[config.mk]
export PLATFORM = sky130hd
export DESIGN_NAME = rr_output_scheduler_flat
export DESIGN_NICKNAME = d
export VERILOG_FILES = /design/src/rtl/rr_output_scheduler_pkg.sv /design/src/rtl/rr_output_scheduler_if.sv /design/src/rtl/rr_output_scheduler_pick.sv /design/src/rtl/rr_output_scheduler.sv /design/src/flat_wrapper.sv
export SDC_FILE = /design/constraint.sdc
export NUM_CORES = 1
export LEC_CHECK = 0
export ABC_CLOCK_PERIOD_IN_PS = 3200
export CORE_MARGIN = 4
export CORE_UTILIZATION = 31
export CTS_BUF_LIST = sky130_fd_sc_hd__clkbuf_2 sky130_fd_sc_hd__clkbuf_4 sky130_fd_sc_hd__clkbuf_8
export DETAILED_ROUTE_END_ITERATION = 8
export PLACE_DENSITY = 0.87
export SETUP_SLACK_MARGIN = 0.5
export SLEW_MARGIN = 10
export SYNTH_ARGS = -nofsm -noshare
export SYNTH_HDL_FRONTEND = slang
export SYNTH_SLANG_ARGS = --single-unit
export TNS_END_PERCENT = 1
[constraint.sdc]
create_clock -name clk -period 3.2 [get_ports clk]
set_input_delay 0.64 -clock clk [delete_from_list [all_inputs] [get_ports clk]]
set_output_delay 0.64 -clock clk [all_outputs]
set_load 0.02 [all_outputs]
[src/rtl/rr_output_scheduler_pkg.sv]
// Shared types and width helpers for the round-robin output scheduler.
package rr_output_scheduler_pkg;

  typedef enum logic {IDLE = 1'b0, LOCKED = 1'b1} state_t;

  localparam int NUM_REQ_DEF    = 4;
  localparam int DATA_W_DEF     = 32;
  localparam int CREDIT_MAX_DEF = 4;

  function automatic int idx_w(input int n);
    return (n > 1) ? $clog2(n) : 1;
  endfunction

  function automatic int cred_w(input int m);
    return $clog2(m + 1);
  endfunction

endpackage

[src/rtl/rr_output_scheduler_if.sv]
// Requester/link/credit bundle between the input buffers, the scheduler and the link.
interface rr_output_scheduler_if
  import rr_output_scheduler_pkg::*;
#(
  parameter int NUM_REQ = NUM_REQ_DEF,
  parameter int DATA_W  = DATA_W_DEF
);
  logic [NUM_REQ-1:0]        in_valid;
  logic [NUM_REQ-1:0]        in_tail;
  logic [NUM_REQ*DATA_W-1:0] in_data;
  logic [NUM_REQ-1:0]        in_ready;
  logic                      out_valid;
  logic [DATA_W-1:0]         out_data;
  logic                      out_tail;
  logic                      credit_ret;
  logic [NUM_REQ-1:0]        grant;
  logic                      credit_err;

  modport master (
    output in_valid, in_tail, in_data, credit_ret,
    input  in_ready, out_valid, out_data, out_tail, grant, credit_err
  );

  modport slave (
    input  in_valid, in_tail, in_data, credit_ret,
    output in_ready, out_valid, out_data, out_tail, grant, credit_err
  );
endinterface

[src/rtl/rr_output_scheduler_pick.sv]
// Combinational rotating-priority picker: first unmasked request at or after ptr.
module rr_pick
  import rr_output_scheduler_pkg::*;
#(
  parameter int N  = NUM_REQ_DEF,
  parameter int IW = idx_w(N)
) (
  input  logic [N-1:0]  req,
  input  logic [IW-1:0] ptr,
  input  logic [N-1:0]  mask,
  output logic [N-1:0]  onehot,
  output logic [IW-1:0] idx,
  output logic          any
);

  always_comb begin
    int j;
    onehot = '0;
    idx    = '0;
    any    = 1'b0;
    j      = 0;
    for (int k = 0; k < N; k++) begin
      j = int'(ptr) + k;
      if (j >= N) j = j - N;
      if (!any && req[j] && !mask[j]) begin
        any       = 1'b1;
        idx       = IW'(j);
        onehot[j] = 1'b1;
      end
    end
  end

endmodule

[src/rtl/rr_output_scheduler.sv]
// Round-robin output scheduler with wormhole lock and credit gating.
// Build option: RR_FAST_REARB_EN re-arbitrates on a tail flit without an idle bubble.
module rr_output_scheduler
  import rr_output_scheduler_pkg::*;
#(
  parameter int NUM_REQ    = NUM_REQ_DEF,
  parameter int DATA_W     = DATA_W_DEF,
  parameter int CREDIT_MAX = CREDIT_MAX_DEF
) (
  input logic                  clk,
  input logic                  rst,
  rr_output_scheduler_if.slave bus
);

  localparam int IW = idx_w(NUM_REQ);
  localparam int CW = cred_w(CREDIT_MAX);
  localparam logic [CW-1:0] CMAX = CW'(CREDIT_MAX);

  state_t             state, state_n;
  logic [NUM_REQ-1:0] grant_r, grant_n;
  logic [IW-1:0]      w, w_n;
  logic [IW-1:0]      ptr, ptr_n;
  logic [CW-1:0]      credits, credits_n;
  logic               cerr, cerr_n;
  logic               xfer;
  logic [IW-1:0]      w_inc;

  logic [NUM_REQ-1:0] p_oh;
  logic [IW-1:0]      p_idx;
  logic               p_any;

  rr_pick #(.N(NUM_REQ), .IW(IW)) u_pick (
    .req    (bus.in_valid),
    .ptr    (ptr),
    .mask   ('0),
    .onehot (p_oh),
    .idx    (p_idx),
    .any    (p_any)
  );

  assign w_inc = (int'(w) == NUM_REQ - 1) ? '0 : w + IW'(1);

`ifdef RR_FAST_REARB_EN
  logic [NUM_REQ-1:0] f_oh;
  logic [IW-1:0]      f_idx;
  logic               f_any;

  // Current owner is masked so it cannot win twice in a row while others wait.
  rr_pick #(.N(NUM_REQ), .IW(IW)) u_pick_fast (
    .req    (bus.in_valid),
    .ptr    (w_inc),
    .mask   (grant_r),
    .onehot (f_oh),
    .idx    (f_idx),
    .any    (f_any)
  );
`endif

  assign xfer           = (state == LOCKED) && bus.in_valid[w] && (credits != '0);
  assign bus.out_valid  = xfer;
  assign bus.out_data   = bus.in_data[w*DATA_W +: DATA_W];
  assign bus.out_tail   = bus.in_tail[w];
  assign bus.in_ready   = grant_r & {NUM_REQ{xfer}};
  assign bus.grant      = grant_r;
  assign bus.credit_err = cerr;

  always_comb begin
    state_n = state;
    grant_n = grant_r;
    w_n     = w;
    ptr_n   = ptr;
    case (state)
      IDLE: begin
        if (p_any) begin
          grant_n = p_oh;
          w_n     = p_idx;
          state_n = LOCKED;
        end
      end
      LOCKED: begin
        // Grant only moves on a transferred tail; stalls keep the packet locked.
        if (xfer && bus.in_tail[w]) begin
          ptr_n = w_inc;
`ifdef RR_FAST_REARB_EN
          if (f_any) begin
            grant_n = f_oh;
            w_n     = f_idx;
          end else begin
            grant_n = '0;
            state_n = IDLE;
          end
`else
          grant_n = '0;
          state_n = IDLE;
`endif
        end
      end
      default: state_n = IDLE;
    endcase
  end

  always_comb begin
    credits_n = credits;
    cerr_n    = cerr;
    if (bus.credit_ret && credits == CMAX) cerr_n = 1'b1;
    if (xfer && !bus.credit_ret)
      credits_n = credits - CW'(1);
    else if (!xfer && bus.credit_ret && credits != CMAX)
      credits_n = credits + CW'(1);
  end

  always_ff @(posedge clk) begin
    if (rst) begin
      state   <= IDLE;
      grant_r <= '0;
      w       <= '0;
      ptr     <= '0;
      credits <= CMAX;
      cerr    <= 1'b0;
    end else begin
      state   <= state_n;
      grant_r <= grant_n;
      w       <= w_n;
      ptr     <= ptr_n;
      credits <= credits_n;
      cerr    <= cerr_n;
    end
  end

endmodule

[src/flat_wrapper.sv]
// flat-port wrapper written by rule: the top's interface ports become plain ports
module rr_output_scheduler_flat import rr_output_scheduler_pkg::*;
#(
  parameter int NUM_REQ    = NUM_REQ_DEF,
  parameter int DATA_W     = DATA_W_DEF,
  parameter int CREDIT_MAX = CREDIT_MAX_DEF
)
  (clk, rst, bus_in_valid, bus_in_tail, bus_in_data, bus_credit_ret, bus_in_ready, bus_out_valid, bus_out_data, bus_out_tail, bus_grant, bus_credit_err);
  rr_output_scheduler_if #(.NUM_REQ(NUM_REQ), .DATA_W(DATA_W)) bus_i ();
  input logic clk;
  input logic rst;
  input wire logic [$bits(bus_i.in_valid)-1:0] bus_in_valid;
  input wire logic [$bits(bus_i.in_tail)-1:0] bus_in_tail;
  input wire logic [$bits(bus_i.in_data)-1:0] bus_in_data;
  input wire logic [$bits(bus_i.credit_ret)-1:0] bus_credit_ret;
  output wire logic [$bits(bus_i.in_ready)-1:0] bus_in_ready;
  output wire logic [$bits(bus_i.out_valid)-1:0] bus_out_valid;
  output wire logic [$bits(bus_i.out_data)-1:0] bus_out_data;
  output wire logic [$bits(bus_i.out_tail)-1:0] bus_out_tail;
  output wire logic [$bits(bus_i.grant)-1:0] bus_grant;
  output wire logic [$bits(bus_i.credit_err)-1:0] bus_credit_err;
  assign bus_i.in_valid = bus_in_valid;
  assign bus_i.in_tail = bus_in_tail;
  assign bus_i.in_data = bus_in_data;
  assign bus_i.credit_ret = bus_credit_ret;
  assign bus_in_ready = bus_i.in_ready;
  assign bus_out_valid = bus_i.out_valid;
  assign bus_out_data = bus_i.out_data;
  assign bus_out_tail = bus_i.out_tail;
  assign bus_grant = bus_i.grant;
  assign bus_credit_err = bus_i.credit_err;
  rr_output_scheduler #(.NUM_REQ(NUM_REQ), .DATA_W(DATA_W), .CREDIT_MAX(CREDIT_MAX)) u_core (.clk(clk), .rst(rst), .bus(bus_i));
endmodule
== Word level (Yosys, flattened, before mapping) ==
Index checks and enable logic that the tools add are counted.

* Register bits after elaboration: 13
* Input port bits: 139
* Output and inout port bits: 43

* $add $sub $neg: 10
* $lt $le $gt $ge: 13
* Equality and inequality tests: 5
* Shift-type cells: 1
* Mux-type cells: 61
* Bitwise operators: 5
* Reduce and logical (&&, ||, !) cells: 32

{| class="wikitable"
|+ Operators with widths
! operator !! number
|-
| 32-bit by 1-bit >= comparator with 1-bit output (second input constant) || 4
|-
| 32-bit by 4-bit less-than comparator with 1-bit output (second input constant) || 4
|-
| 32-bit two-way mux || 4
|-
| 128-bit by 8-bit indexed part select with 32-bit output || 1
|-
| 1-bit two-way mux || 28
|-
| 4-bit two-way mux || 6
|-
| 1-bit binary-select mux with 2-bit select || 10
|-
| 1-bit logical AND || 18
|-
| 4-bit bitwise OR || 3
|-
| 3-bit by 3-bit subtractor with 4-bit output (second input constant) || 3
|-
| 2-bit two-way mux || 5
|-
| 3-bit >= comparator (second input constant) || 3
|-
| 1-bit logical NOT || 9
|-
| 1-bit demux with 2-bit select || 4
|-
| 4-bit one-hot mux with 2 select lines || 1
|-
| 2-bit by 2-bit adder with 3-bit output (second input constant) || 2
|-
| 3-bit two-way mux || 2
|-
| 2-bit AND reduction || 3
|-
| 4-bit bitwise AND || 1
|-
| 2-bit by 3-bit subtractor with 4-bit output (second input constant) || 1
|-
| 2-bit by 1-bit adder with 3-bit output (second input constant) || 1
|-
| 3-bit by 1-bit adder with 3-bit output (second input constant) || 1
|-
| 3-bit equality test (second input constant) || 1
|-
| 2-bit by 3-bit >= comparator with 1-bit output (second input constant) || 1
|-
| 11 further kinds || 11
|}

== Logic depth before layout (Yosys ltp) ==
Gate-level depths: netlist of run 1.

* Depth after elaboration: 22
* Gate-level depth with buffers: 10
* Gate-level depth less buffers: 9

== By module ==
From an unflattened synthesis of run 1, not the netlist that was laid out.

* Cells, all modules: 186
* Area total of the unflattened synthesis: 1968.1 um^2

{| class="wikitable"
|+ By module, submodules not included
! module !! times used !! cells each !! area each (um^2) !! seq. area each (um^2)
|-
| rr_output_scheduler || 1 || 116 || 1436.4 || 260.2
|-
| rr_pick || 1 || 70 || 531.8 || 0.0
|}

== Least setup slack after synthesis of run 1 ==
Ideal clock, no wire load.

* Path type: reg2reg
* Start point: register u_core.ptr[0]
* End point: register u_core.grant_r[2] (netlist: u_core.bus.grant[2])
* Arrival: 2212 ps
* Slack: 903 ps
* Stages on the path, launching flop included: 10
* Path buffers: 2
* Cell sequence: dfxtp_1 > buf_6 > inv_1 > ha_1 > mux4_2 > buf_6 > nand3b_1 > a21oi_1 > a221oi_1 > a211oi_1

* Longest elaborated chain between the ends: 22

{| class="wikitable"
|+ RTL lines
! element !! RTL line !! text
|-
| start: declaration || rr_output_scheduler.sv:22 || <nowiki>logic [IW-1:0] ptr, ptr_n;</nowiki>
|-
| start signal: assignment || rr_output_scheduler.sv:124 || <nowiki>ptr <= ptr_n;</nowiki>
|-
| branches (longest 22 deep; another with 32-bit by 1-bit >= comparator with 1-bit output) || -- ||
|-
| end signal: assignment || rr_output_scheduler.sv:122 || <nowiki>grant_r <= grant_n;</nowiki>
|-
| end: declaration || rr_output_scheduler.sv:20 || <nowiki>logic [NUM_REQ-1:0] grant_r, grant_n;</nowiki>
|}

Several ways; the timed one is not identified. The select of a mux whose other input is x is not followed.
A chain may end at the register's enable or synchronous reset.

== Worst setup path in the final report of run 1 ==
* Start point: input bus_in_data[33]
* End point: output bus_out_data[1]

* Longest elaborated chain between the ends: 1

{| class="wikitable"
|+ RTL lines
! element !! RTL line !! text
|-
| start: declaration || flat_wrapper.sv:14 || <nowiki>input wire logic [$bits(bus_i.in_data)-1:0] bus_in_data;</nowiki>
|-
| 128-bit by 8-bit indexed part select with 32-bit output || rr_output_scheduler.sv:61 || <nowiki>assign bus.out_data = bus.in_data[w*DATA_W +: DATA_W];</nowiki>
|-
| end: declaration || flat_wrapper.sv:18 || <nowiki>output wire logic [$bits(bus_i.out_data)-1:0] bus_out_data;</nowiki>
|}

Every way passes these cells.

==> load_flow_metrics.sql, run 1 <==
INSERT INTO impl_metrics (metric_group, metric, value, unit) VALUES
('place', 'place_congestion', '0.903', ''),
('global_route', 'grt_pass1_vias', '2350', ''),
('synth', 'synth_seq_cells', '13', ''),
('setup_path', 'critPathCaptureType', 'output pin', ''),
('synth', 'synth_area_leaders', 'sky130_fd_sc_hd__mux4_2 46%, sky130_fd_sc_hd__dfxtp_1 14%, sky130_fd_sc_hd__a21oi_1 3.5%', ''),
('sta', 'rsz0062_at_grt', 'true', ''),
('clocking', 'clk_transition_reported_paths', '0.06', 'ns'),
('synth', 'synth.cell_area', '0.00185', 'sq mm'),
('layout', 'layout_cells_sized_above_1', '0.194', ''),
('sta', 'tightest_slew', '0.536', 'ns'),
('setup_path', 'worstSetupStartpointType', 'input port', ''),
('synth', 'synth_sequential_area_ratio', '0.141', ''),
('global_route', 'grt_start_max_net_pins', '24', ''),
('setup_path', 'crit_chain', 'clkdlybuf4s50_1, mux4_2, clkdlybuf4s50_1', ''),
('setup_path', 'worstPathArrival', '2.15', 'ns'),
('clocking', 'clkSinkCount', '13', ''),
('die', 'placeableCoreArea', '0.00564', 'sq mm'),
('sta', 'final.setup_skew', '0.00352', 'ns'),
('sta', 'timing_max_transition_violations_final', '0', ''),
('die', 'die-area', '0.00727', 'sq mm'),
('sta', 'setup_viol_count_final', '0', ''),
('setup_path', 'critPathMostFrequentCell', 'sky130_fd_sc_hd__clkdlybuf4s50_1', ''),
('outcome', 'status', 'completed', ''),
('setup_path', 'worst-endpoint-required', '2.56', 'ns'),
('setup_path', 'max_stage_delay', '0.56', 'ns'),
('clocking', 'cts_hold_buffers', '0', ''),
('synth', 'synth_top_cell_by_area', 'sky130_fd_sc_hd__mux4_2', ''),
('global_route', 'grt_use_total', '0.208', ''),
('clocking', 'root_buffer', 'sky130_fd_sc_hd__clkbuf_8', ''),
('synth', 'syn-num-nets', '303', ''),
('clocking', 'tritoncts', 'done', ''),
('setup_path', 'crit_type', 'input port to output pin', ''),
('synth', 'post_synth_top_area_share', '0.462', ''),
('sta', 'fmax', '0.359', 'GHz'),
('power_and_ir_drop', 'ir_drop', '0.184', 'mV'),
('detailed_routing', 'drt_iter0_markers', '57', ''),
('layout', 'final_net_count', '487', ''),
('clocking', 'clock_path_buffers', '2', ''),
('die', 'die_height', '85.3', 'microns'),
('detailed_routing', 'firstDrtPassIters', '4', ''),
('clocking', 'ctsHtreeMaxLevel', '1', ''),
('power_and_ir_drop', 'leakage', '1.35', 'nW'),
('power_and_ir_drop', 'cellPowerDensity', '345', 'mW/mm^2'),
('synth', 'synthesis.instances', '158', ''),
('synth', 'async_reset_ff_frac', '0', ''),
('synth', 'synthDistinctLibCells', '40', ''),
('power_and_ir_drop', 'post-layout-total-power', '0.00131', 'W'),
('place', 'hpwlAfterDp', '6.95', 'mm'),
('detailed_routing', 'totalWireLength', '7.97', 'mm'),
('global_route', 'antenna_found_initial', '0', ''),
('sta', 'layout_min_cycle_time', '2.79', 'ns'),
('synth', 'avgSynthCellArea', '11.7', 'sq um'),
('sta', 'fin_setup_tns', '0', 'ns'),
('detailed_routing', 'routed-via-count', '2200', ''),
('setup_path', 'worst_path_max_delay_cell', 'sky130_fd_sc_hd__clkdlybuf4s50_1', ''),
('clocking', 'clock_insertion_delay_worst_skew', '0.24', 'ns'),
('synth', 'synth-warning-count', '0', ''),
('layout', 'insertedDiodeCount', '0', ''),
('layout', 'layout-area-overhead-vs-synth', '106', '%'),
('die', 'top_level_ports', '182', ''),
('sta', 'period_utilization', '0.871', ''),
('global_route', 'gr-total-overflow', '0', ''),
('synth', 'synth-edff-count', '0', ''),
('detailed_routing', 'drcViolationCount', '0', ''),
('setup_path', 'worst-r2r-setup-slack', '0.59', 'ns'),
('detailed_routing', 'drt-vias-per-instance', '5.33', ''),
('detailed_routing', 'wl_per_cell', '19.3', 'microns'),
('hold_path', 'worst_hold_path_type', 'flop to flop', ''),
('setup_path', 'critical-path-top-delay-family', 'buffers and inverters', ''),
('job', 'max_cap_viol_count', '0', ''),
('setup_path', 'crit_fanout', '1', ''),
('clocking', 'numCtsBuffers', '3', ''),
('die', 'initial_utilization', '0.328', ''),
('sta', 'hold_viol', '0', ''),
('global_route', 'wire_length_of_the_first_global_routing_pass', '12.0', 'mm'),
('die', 'std_cell_rows', '27', ''),
('setup_path', 'crit_buf_inv', '2', ''),
('place', 'place.port_buffers', '181', ''),
('detailed_routing', 'ant_nets', '0', ''),
('die', 'chipWidth', '85.3', 'microns'),
('sta', 'slew_limit_headroom', '0.643', ''),
('synth', 'synthFlopType', 'sky130_fd_sc_hd__dfxtp_1', '');
## repair_timing
action                     CTS  global route
gates resized for setup      7             5
pin swaps                    0             1
setup endpoints to repair   31            40
buffers inserted             1             1
## flip-flops by register name, indices dropped and copies added (netlist names)
signal and cells:
u_core.ptr 2, u_core.bus.grant 4, u_core.w 2, u_core.credits 3, u_core.bus.credit_err 1, u_core.state 1
## per-layer routing
| metal | vias to the layer above | wire, microns | part of all wire | track usage |
|---|---|---|---|---|
| met5 | - | 0 | 0 | 0 |
| li1 | 1018 | - | - | - |
| met1 | 1059 | 2930 | 0.37 | 0.246 |
| met3 | 6 | 699 | 0.088 | 0.0621 |
| met4 | 0 | 123 | 0.015 | 0.0360 |
| met2 | 117 | 4210 | 0.53 | 0.376 |
## tightest hold or removal path: stages, from the launching register on
cell and delay, ns:
sky130_fd_sc_hd__dfxtp_1 0.34, sky130_fd_sc_hd__a21oi_1 0.04, sky130_fd_sc_hd__nor2_1 0.07
## where the power goes
group	switching [W]	internal, W	leakage, nW
sequential	0.0000255	0.000188	0.107
clock	0.0000572	0.0000858	0.0255
combinational	0.000412	0.000544	1.22
total	0.000495	0.000817	1.35
## final timing paths
| path | cells past startpoint | endpoint | startpoint |
|---|---|---|---|
| max | 3 | bus_out_data[1] | bus_in_data[33] |
| min | 2 | u_core.bus.credit_err | u_core.bus.credit_err |
| max reg2reg | 7 | u_core.bus.grant[2] | u_core.ptr[1] |
| min reg2reg | 2 | u_core.bus.credit_err | u_core.bus.credit_err |
## cells by family after synthesis
logic type | count (synthesis) | synth area share
fa+ha+maj | 6 | 0.0446
compound gates | 38 | 0.145
mux | 43 | 0.500
flops | 13 | 0.141
xor+xnor | 1 | 0.00473
simple gates | 36 | 0.104
buf+inv | 21 | 0.0615
## cell type report
cell class / instances / area, sq um
multi-input combinational: 124 / 1480
clock buffer: 3 / 41.3
clock inverter: 1 / 5.00
tap: 72 / 90.1
timing repair buffer: 192 / 1900
sequential: 13 / 262
inverter: 8 / 32.5
fill: 428 / 1830
## per-stage QoR
step           hold slack [ns]  worst slack [ns]  cell area (sq um)  std cells  utilization
4_1_cts                  0.480             0.403               3800        412        0.674
3_3_place_gp             0.458             0.162               3750        407        0.665
3_5_place_dp             0.465             0.139               3750        407        0.665
6_report                 0.479             0.411               3810        413        0.675
5_1_grt                  0.533             0.384               3810        413        0.675
2_1_floorplan            0.482             0.903               1850        158            -
## cell usage in the layout, fill, tap and decap left out, types with 2 or more instances in the layout
master and n:
sky130_fd_sc_hd__clkdlybuf4s15_1 4, sky130_fd_sc_hd__a221oi_1 4, sky130_fd_sc_hd__nand2_1 10, sky130_fd_sc_hd__nor3b_1 2, sky130_fd_sc_hd__nor2_2 2, sky130_fd_sc_hd__mux4_2 38, sky130_fd_sc_hd__inv_1 7, sky130_fd_sc_hd__nor2_1 8
sky130_fd_sc_hd__nand2b_1 2, sky130_fd_sc_hd__mux2i_1 2, sky130_fd_sc_hd__and3_1 5, sky130_fd_sc_hd__clkbuf_8 3, sky130_fd_sc_hd__clkdlybuf4s50_1 175, sky130_fd_sc_hd__a211oi_1 4, sky130_fd_sc_hd__dfxtp_1 12, sky130_fd_sc_hd__o211ai_1 4
sky130_fd_sc_hd__buf_4 10, sky130_fd_sc_hd__nand3b_1 4, sky130_fd_sc_hd__ha_1 5, sky130_fd_sc_hd__o21ai_0 4, sky130_fd_sc_hd__a21oi_1 13
## synthesized netlist by cell type (2+ instances only)
master,number
sky130_fd_sc_hd__a21oi_1,13
sky130_fd_sc_hd__o21ai_0,4
sky130_fd_sc_hd__mux4_2,38
sky130_fd_sc_hd__a211oi_1,4
sky130_fd_sc_hd__clkbuf_1,2
sky130_fd_sc_hd__a221oi_1,4
sky130_fd_sc_hd__nor2_1,8
sky130_fd_sc_hd__buf_1,2
sky130_fd_sc_hd__dfxtp_1,13
sky130_fd_sc_hd__mux2i_1,2
sky130_fd_sc_hd__o211ai_1,4
sky130_fd_sc_hd__inv_1,7
sky130_fd_sc_hd__nand2b_1,2
sky130_fd_sc_hd__and3_1,5
sky130_fd_sc_hd__ha_1,5
sky130_fd_sc_hd__buf_6,3
sky130_fd_sc_hd__nand3b_1,4
sky130_fd_sc_hd__nor3b_1,2
sky130_fd_sc_hd__nor2_2,2
sky130_fd_sc_hd__buf_2,5
sky130_fd_sc_hd__nand2_1,10
Note: power is estimated with default switching activity, not from simulation.
==> run 2: changes to the inputs <==
==> constraint.sdc (replaced) <==
create_clock -name clk -period 3.2 [get_ports clk]
set_input_delay 0.64 -clock clk [delete_from_list [all_inputs] [get_ports clk]]
set_output_delay 0.64 -clock clk [all_outputs]
set_load 0.005 [all_outputs]
==> run 2 against run 1 <==
Global-route usage up 0.17 points. Sequential share of layout area decreased by 0.083 points. Core utilization increased by 0.82 points. Critical path depth unchanged. Worst hold slack worse by 0.0060 ns. First-iteration DRC count rose by 49%. Die area unchanged. Fmax up 2.3%. Count of clock-buffer cells in the layout did not move. Non-clock buffer count grew 2. Routed wire length grew 2.1%. Largest cell class unchanged. Highest routed layer unchanged.
==> load_flow_metrics.sql, run 2 (synthesis results as in run 1) <==
INSERT INTO impl_metrics (metric_group, metric, value, unit) VALUES
('sta', 'hold_viol', '0', ''),
('setup_path', 'worst-r2r-setup-slack', '0.58', 'ns'),
('setup_path', 'critical_path_cell_count', '3', ''),
('setup_path', 'worst_path_max_delay_cell', 'sky130_fd_sc_hd__mux4_2', ''),
('setup_path', 'worstSetupStartpointType', 'flop', ''),
('global_route', 'wire_length_of_the_first_global_routing_pass', '12.0', 'mm'),
('detailed_routing', 'totalWireLength', '8.14', 'mm'),
('setup_path', 'critical-path-top-delay-family', 'buffers and inverters', ''),
('global_route', 'grt_start_max_net_pins', '23', ''),
('clocking', 'root_buffer', 'sky130_fd_sc_hd__clkbuf_8', ''),
('die', 'top_level_ports', '182', ''),
('sta', 'final.setup_skew', '0.00211', 'ns'),
('power_and_ir_drop', 'leakage', '1.41', 'nW'),
('outcome', 'status', 'completed', ''),
('layout', 'layout.core_utilization', '0.683', ''),
('clocking', 'clock_insertion_delay_worst_skew', '0.25', 'ns'),
('detailed_routing', 'ant_nets', '0', ''),
('layout', 'layout.cells.most_common_list', '172 x sky130_fd_sc_hd__clkdlybuf4s50_1, 38 x sky130_fd_sc_hd__mux4_2, 13 x sky130_fd_sc_hd__a21oi_1, 12 x sky130_fd_sc_hd__dfxtp_1, 11 x sky130_fd_sc_hd__buf_4', ''),
('global_route', 'grt_pass1_vias', '2379', ''),
('place', 'hpwlAfterDp', '7.10', 'mm'),
('layout', 'final_net_count', '489', ''),
('hold_path', 'count_of_cells_along_the_worst_hold_path', '2', ''),
('setup_path', 'crit_fanout', '22', ''),
('detailed_routing', 'firstDrtPassIters', '4', ''),
('layout', 'mostFrequentLayoutCell', 'sky130_fd_sc_hd__clkdlybuf4s50_1', ''),
('sta', 'tightest_slew', '0.526', 'ns'),
('power_and_ir_drop', 'cellPowerDensity', '316', 'mW/mm^2'),
('setup_path', 'r2r.worst_path.cells', '7', ''),
('global_route', 'gr-total-overflow', '0', ''),
('sta', 'fmax', '0.367', 'GHz'),
('setup_path', 'worstPathArrival', '2.09', 'ns'),
('sta', 'setup_viol_count_final', '0', ''),
('setup_path', 'critical_path.reg2reg.startpoint', 'u_core.ptr[1]', ''),
('setup_path', 'crit_type', 'flop to output pin', ''),
('die', 'placeableCoreArea', '0.00564', 'sq mm'),
('clocking', 'clkSinkCount', '13', ''),
('sta', 'layout_min_cycle_time', '2.73', 'ns'),
('sta', 'timing_max_transition_violations_final', '0', ''),
('layout', 'layout_cells_sized_above_1', '0.207', ''),
('sta', 'fin_setup_tns', '0', 'ns'),
('clocking', 'clock_path_buffers', '2', ''),
('global_route', 'antenna_found_initial', '0', ''),
('sta', 'period_utilization', '0.852', ''),
('layout', 'largest_register_ff_count', '4', ''),
('die', 'chipWidth', '85.3', 'microns'),
('setup_path', 'critical_path.reg2reg.endpoint', 'u_core.bus.grant[2]', ''),
('clocking', 'tritoncts', 'done', ''),
('global_route', 'grt_use_total', '0.210', ''),
('power_and_ir_drop', 'ir_drop', '0.201', 'mV'),
('job', 'max_cap_viol_count', '0', ''),
('setup_path', 'max_stage_delay', '0.61', 'ns'),
('hold_path', 'hold_start', 'u_core.bus.credit_err', ''),
('clocking', 'ctsHtreeMaxLevel', '1', ''),
('die', 'std_cell_rows', '27', ''),
('layout', 'insertedDiodeCount', '0', ''),
('setup_path', 'crit_chain', 'buf_4, mux4_2, clkdlybuf4s50_1', ''),
('detailed_routing', 'drt_iter0_markers', '85', ''),
('die', 'initial_utilization', '0.328', ''),
('layout', 'layout-area-overhead-vs-synth', '108', '%'),
('detailed_routing', 'routed-via-count', '2236', ''),
('sta', 'rsz0062_at_grt', 'true', ''),
('place', 'place_congestion', '0.893', ''),
('sta', 'slew_limit_headroom', '0.648', ''),
('clocking', 'clk_transition_reported_paths', '0.06', 'ns'),
('hold_path', 'min_delay_worst_endpoint', 'u_core.bus.credit_err', ''),
('die', 'die_height', '85.3', 'microns'),
('detailed_routing', 'drcViolationCount', '0', ''),
('detailed_routing', 'wl_per_cell', '19.6', 'microns'),
('setup_path', 'worst-endpoint-required', '2.56', 'ns'),
('die', 'die-area', '0.00727', 'sq mm'),
('hold_path', 'worst_hold_path_type', 'flop to flop', ''),
('place', 'place.port_buffers', '181', ''),
('setup_path', 'critPathCaptureType', 'output pin', ''),
('layout', 'layout.filler_cells', '421', ''),
('clocking', 'numCtsBuffers', '3', ''),
('setup_path', 'crit_buf_inv', '2', ''),
('clocking', 'cts_hold_buffers', '0', ''),
('detailed_routing', 'drt-vias-per-instance', '5.39', '');
[run 2: cell count changes in the layout (fill, tap and decap cells not counted)]
| cell | before | now |
|---|---|---|
| sky130_fd_sc_hd__and3_1 | 5 | 1 |
| sky130_fd_sc_hd__and3_4 | 0 | 4 |
| sky130_fd_sc_hd__dlymetal6s2s_1 | 0 | 4 |
| sky130_fd_sc_hd__clkdlybuf4s15_1 | 4 | 1 |
| sky130_fd_sc_hd__clkdlybuf4s50_1 | 175 | 172 |
| sky130_fd_sc_hd__dlygate4sd2_1 | 1 | 4 |
| sky130_fd_sc_hd__buf_6 | 0 | 2 |
| sky130_fd_sc_hd__buf_12 | 1 | 0 |
| sky130_fd_sc_hd__buf_4 | 10 | 11 |
| sky130_fd_sc_hd__clkbuf_2 | 1 | 0 |
| sky130_fd_sc_hd__nand2_2 | 1 | 0 |
| sky130_fd_sc_hd__nand2_4 | 1 | 2 |
[run 2: per-layer routing]
layer / share of wire / up-vias / global-route usage / wire, microns
met3: 0.098 / 18 / 0.0699 / 800
met4: 0.027 / 0 / 0.0662 / 219
met1: 0.34 / 1068 / 0.228 / 2810
met5: 0 / - / 0 / 0
met2: 0.53 / 122 / 0.382 / 4310
li1: - / 1028 / - / -
[run 2: timing repair]
item                       4_1_cts  5_1_grt
setup buffers                    3        1
pin swaps                        5        0
setup endpoints to repair       19       31
gates resized for setup          9        8
cloned                           0        0
[run 2: power by group]
part	switching [W]	internal [W]	leakage (nW)	total, W
Sequential	0.0000245	0.000188	0.107	0.000212
Clock	0.0000629	0.0000861	0.0255	0.000149
Combinational	0.000307	0.000550	1.27	0.000858
[run 2: tightest hold or removal path, cell delays in order, from the launching register on]
cell	delay, ns
sky130_fd_sc_hd__dfxtp_1	0.33
sky130_fd_sc_hd__a21oi_1	0.04
sky130_fd_sc_hd__nor2_1	0.07
[run 2: final cells by class]
type | instances | area (sq um) | share of cell area
clock buffer | 3 | 41.3 | 0.0107
clock inverter | 1 | 5.00 | 0.00130
inverter | 8 | 32.5 | 0.00844
multi-input combinational | 124 | 1500 | 0.390
sequential | 13 | 262 | 0.0679
tap | 72 | 90.1 | 0.0234
timing repair buffer | 194 | 1920 | 0.499
[run 2: worst max path at each step]
stage,startpoint,end,slack [ns]
global placement,bus_in_valid[0],bus_in_ready[3],0.25
detailed placement,bus_in_valid[2],bus_in_ready[3],0.24
floorplan,u_core.ptr[0],u_core.bus.grant[2],0.90
global route,u_core.w[0],bus_out_tail,0.37
finish,u_core.w[0],bus_out_tail,0.47
CTS,bus_in_valid[2],bus_out_valid,0.35
[run 2: through the flow]
stage	std cells	cell area [sq um]	hold WS, ns	worst slack, ns	total power (W)
after detailed placement	407	3740	0.462	0.240	0.00106
after floorplan	158	1850	0.460	0.903	0.000621
after global placement	407	3740	0.454	0.254	0.00104
after global routing	415	3850	0.527	0.368	0.00129
after CTS	414	3820	0.477	0.350	0.00122
final	415	3850	0.473	0.473	0.00122
==> run 3: changes to the inputs <==
--- a/config.mk
+++ b/config.mk
@@ -7,10 +7,10 @@
 export LEC_CHECK = 0
 export ABC_CLOCK_PERIOD_IN_PS = 3200
 export CORE_MARGIN = 4
-export CORE_UTILIZATION = 31
+export CORE_UTILIZATION = 29
 export CTS_BUF_LIST = sky130_fd_sc_hd__clkbuf_2 sky130_fd_sc_hd__clkbuf_4 sky130_fd_sc_hd__clkbuf_8
 export DETAILED_ROUTE_END_ITERATION = 8
-export PLACE_DENSITY = 0.87
+export PLACE_DENSITY = 0.82
 export SETUP_SLACK_MARGIN = 0.5
 export SLEW_MARGIN = 10
 export SYNTH_ARGS = -nofsm -noshare
==> run 3 against run 2 <==
Setup slack worse by 0.16 ns. Fmax down 5.5%. Clock skew up 0.0074 ns. Combinational power down 3.8%. Worst hold slack better by 0.013 ns. First-iteration DRC count up 4.7%. Design area down 0.42%. Clock power up 8%.
==> load_flow_metrics.sql, run 3 (synthesis results as in run 1) <==
INSERT INTO impl_metrics (metric_group, metric, value, unit) VALUES
('global_route', 'antenna_found_initial', '0', ''),
('sta', 'holdWs', '0.486', 'ns'),
('layout', 'layout_cells_sized_above_1', '0.205', ''),
('layout', 'layout.core_utilization', '0.633', ''),
('setup_path', 'worst-endpoint-required', '2.56', 'ns'),
('power_and_ir_drop', 'cellPowerDensity', '316', 'mW/mm^2'),
('clocking', 'tritoncts', 'done', ''),
('setup_path', 'critical_path_cell_count', '4', ''),
('detailed_routing', 'routed-via-count', '2218', ''),
('sta', 'final.setup_skew', '0.00947', 'ns'),
('setup_path', 'max_stage_delay', '0.57', 'ns'),
('layout', 'mostFrequentLayoutCell', 'sky130_fd_sc_hd__clkdlybuf4s50_1', ''),
('sta', 'slew_limit_headroom', '0.636', ''),
('clocking', 'clock_path_buffers', '2', ''),
('clocking', 'clkSinkCount', '13', ''),
('layout', 'largest_register_ff_count', '4', ''),
('setup_path', 'crit_chain', 'clkdlybuf4s50_1, mux4_2, and3_4, clkdlybuf4s50_1', ''),
('power_and_ir_drop', 'pwr-share-comb', '0.681', ''),
('setup_path', 'worstSetupStartpointType', 'input port', ''),
('sta', 'setup_viol_count_final', '0', ''),
('layout', 'layout-area-overhead-vs-synth', '107', '%'),
('power_and_ir_drop', 'cell_internal_pwr', '0.000829', 'W'),
('power_and_ir_drop', 'clock_power_share', '0.133', ''),
('layout', 'layout.cells.most_common_list', '178 x sky130_fd_sc_hd__clkdlybuf4s50_1, 38 x sky130_fd_sc_hd__mux4_2, 13 x sky130_fd_sc_hd__a21oi_1, 12 x sky130_fd_sc_hd__buf_4, 12 x sky130_fd_sc_hd__dfxtp_1', ''),
('power_and_ir_drop', 'switching_share', '0.316', ''),
('layout', 'multi_input_area', '0.00150', 'sq mm'),
('global_route', 'wire_length_of_the_first_global_routing_pass', '12.2', 'mm'),
('detailed_routing', 'drt-vias-per-instance', '5.32', ''),
('die', 'std_cell_rows', '28', ''),
('detailed_routing', 'drcViolationCount', '0', ''),
('sta', 'rsz0062_at_grt', 'true', ''),
('clocking', 'root_buffer', 'sky130_fd_sc_hd__clkbuf_8', ''),
('die', 'chipWidth', '87.9', 'microns'),
('die', 'die-area', '0.00772', 'sq mm'),
('place', 'placedInstanceArea', '0.00375', 'sq mm'),
('layout', 'layout.filler_cells', '500', ''),
('detailed_routing', 'totalWireLength', '8.24', 'mm'),
('layout', 'postLayoutCellArea', '0.00384', 'sq mm'),
('layout', 'register_area', '264', 'sq um'),
('sta', 'layout_min_cycle_time', '2.88', 'ns'),
('setup_path', 'worst_path_max_delay_cell', 'sky130_fd_sc_hd__mux4_2', ''),
('die', 'initial_utilization', '0.305', ''),
('setup_path', 'critical-path-top-delay-family', 'buffers and inverters', ''),
('clocking', 'clock_insertion_delay_worst_skew', '0.25', 'ns'),
('sta', 'fmax', '0.347', 'GHz'),
('power_and_ir_drop', 'leakage', '1.36', 'nW'),
('setup_path', 'crit_buf_inv', '2', ''),
('clocking', 'ctsHtreeMaxLevel', '1', ''),
('layout', 'layout.cells.non_filler', '417', ''),
('setup_path', 'critPathCaptureType', 'output pin', ''),
('place', 'dpl.cell_count', '411', ''),
('die', 'die_height', '87.9', 'microns'),
('clocking', 'clk_transition_reported_paths', '0.07', 'ns'),
('power_and_ir_drop', 'power.sequential.fraction', '0.186', ''),
('setup_path', 'r2r.worst_path.cells', '7', ''),
('global_route', 'gr-total-overflow', '0', ''),
('sta', 'timing_max_transition_violations_final', '0', ''),
('global_route', 'grt_pass1_vias', '2248', ''),
('hold_path', 'worst_hold_path_type', 'flop to flop', ''),
('layout', 'insertedDiodeCount', '0', ''),
('sta', 'hold_viol', '0', ''),
('place', 'place.port_buffers', '181', ''),
('clocking', 'numCtsBuffers', '3', ''),
('setup_path', 'worstPathArrival', '2.24', 'ns'),
('detailed_routing', 'wl_per_cell', '19.8', 'microns'),
('detailed_routing', 'firstDrtPassIters', '4', ''),
('setup_path', 'crit_fanout', '5', ''),
('hold_path', 'count_of_cells_along_the_worst_hold_path', '2', ''),
('place', 'place_congestion', '0.829', ''),
('detailed_routing', 'drt_iter0_markers', '89', ''),
('place', 'hpwlAfterDp', '7.04', 'mm'),
('die', 'top_level_ports', '182', ''),
('outcome', 'status', 'completed', ''),
('sta', 'tightest_slew', '0.544', 'ns'),
('detailed_routing', 'ant_nets', '0', ''),
('layout', 'final_net_count', '488', ''),
('sta', 'fin_setup_tns', '0', 'ns'),
('sta', 'period_utilization', '0.901', ''),
('setup_path', 'critPathMostFrequentCell', 'sky130_fd_sc_hd__clkdlybuf4s50_1', ''),
('job', 'max_cap_viol_count', '0', ''),
('die', 'placeableCoreArea', '0.00606', 'sq mm'),
('global_route', 'grt_start_max_net_pins', '24', ''),
('setup_path', 'crit_type', 'input port to output pin', ''),
('power_and_ir_drop', 'ir_drop', '0.171', 'mV'),
('global_route', 'grt_use_total', '0.207', ''),
('power_and_ir_drop', 'power_switching', '0.000383', 'W');
[run 3: changes by cell type in the layout (fill, tap and decap cells not counted), sizes merged]
cell,delta
clkinv,-1
dlymetal6s2s,-3
clkbuf,+1
clkdlybuf4s50,+6
dlygate4sd2,-2
buf,-1
clkdlybuf4s15,-1
[run 3: power groups by stage]
stage | logic (W) | registers, W | clock network (W)
2_1_floorplan | 0.000412 | 0.000209 | 0
3_3_place_gp | 0.000809 | 0.000228 | 0
3_5_place_dp | 0.000822 | 0.000229 | 0
4_1_cts | 0.000833 | 0.000227 | 0.000163
5_1_grt | 0.000885 | 0.000232 | 0.000171
6_report | 0.000825 | 0.000225 | 0.000161
[run 3: area by class of cell]
class / count / area share
sequential: 13 / 0.0688
timing repair buffer: 193 / 0.496
clock buffer: 4 / 0.0127
inverter: 8 / 0.00848
tap: 75 / 0.0245
multi-input combinational: 124 / 0.390
[run 3: metrics by stage]
stage / worst slack [ns] / total power [W]
CTS: 0.332 / 0.00122
global placement: 0.273 / 0.00104
detailed placement: 0.247 / 0.00105
floorplan: 0.903 / 0.000621
global route: 0.277 / 0.00129
finish: 0.315 / 0.00121
[run 3: worst paths after layout]
check,start,end,slack (ns)
min,u_core.bus.credit_err,u_core.bus.credit_err,0.49
max reg2reg,u_core.ptr[1],u_core.bus.grant[0],0.60
min reg2reg,u_core.bus.credit_err,u_core.bus.credit_err,0.49
max,bus_in_valid[3],bus_in_ready[1],0.32
[run 3: repair_timing]
| action | CTS | global route |
|---|---|---|
| gates resized for setup | 5 | 3 |
| pin swaps | 5 | 1 |
| hold buffers | 0 | 0 |
| buffers inserted | 2 | 0 |
| setup endpoints to repair | 27 | 26 |
[run 3: routing by layer]
metal / global-route usage / up-vias / share of wire
met4: 0.0669 / 0 / 0.023
met1: 0.224 / 1078 / 0.35
met2: 0.401 / 104 / 0.54
li1: - / 1024 / -
met3: 0.0376 / 12 / 0.084
met5: 0 / - / 0
[run 3: worst reg2reg max path: cells and delay by family, from the launching register on]
family / cells / cell delay [ns]
multiplexers: 1 / 0.65
AND/OR/NAND/NOR: 2 / 0.44
adder cells (fa/ha/maj): 1 / 0.44
AO/OA/AOI/OAI: 2 / 0.34
flip-flops: 1 / 0.52
buffers and inverters: 1 / 0.13
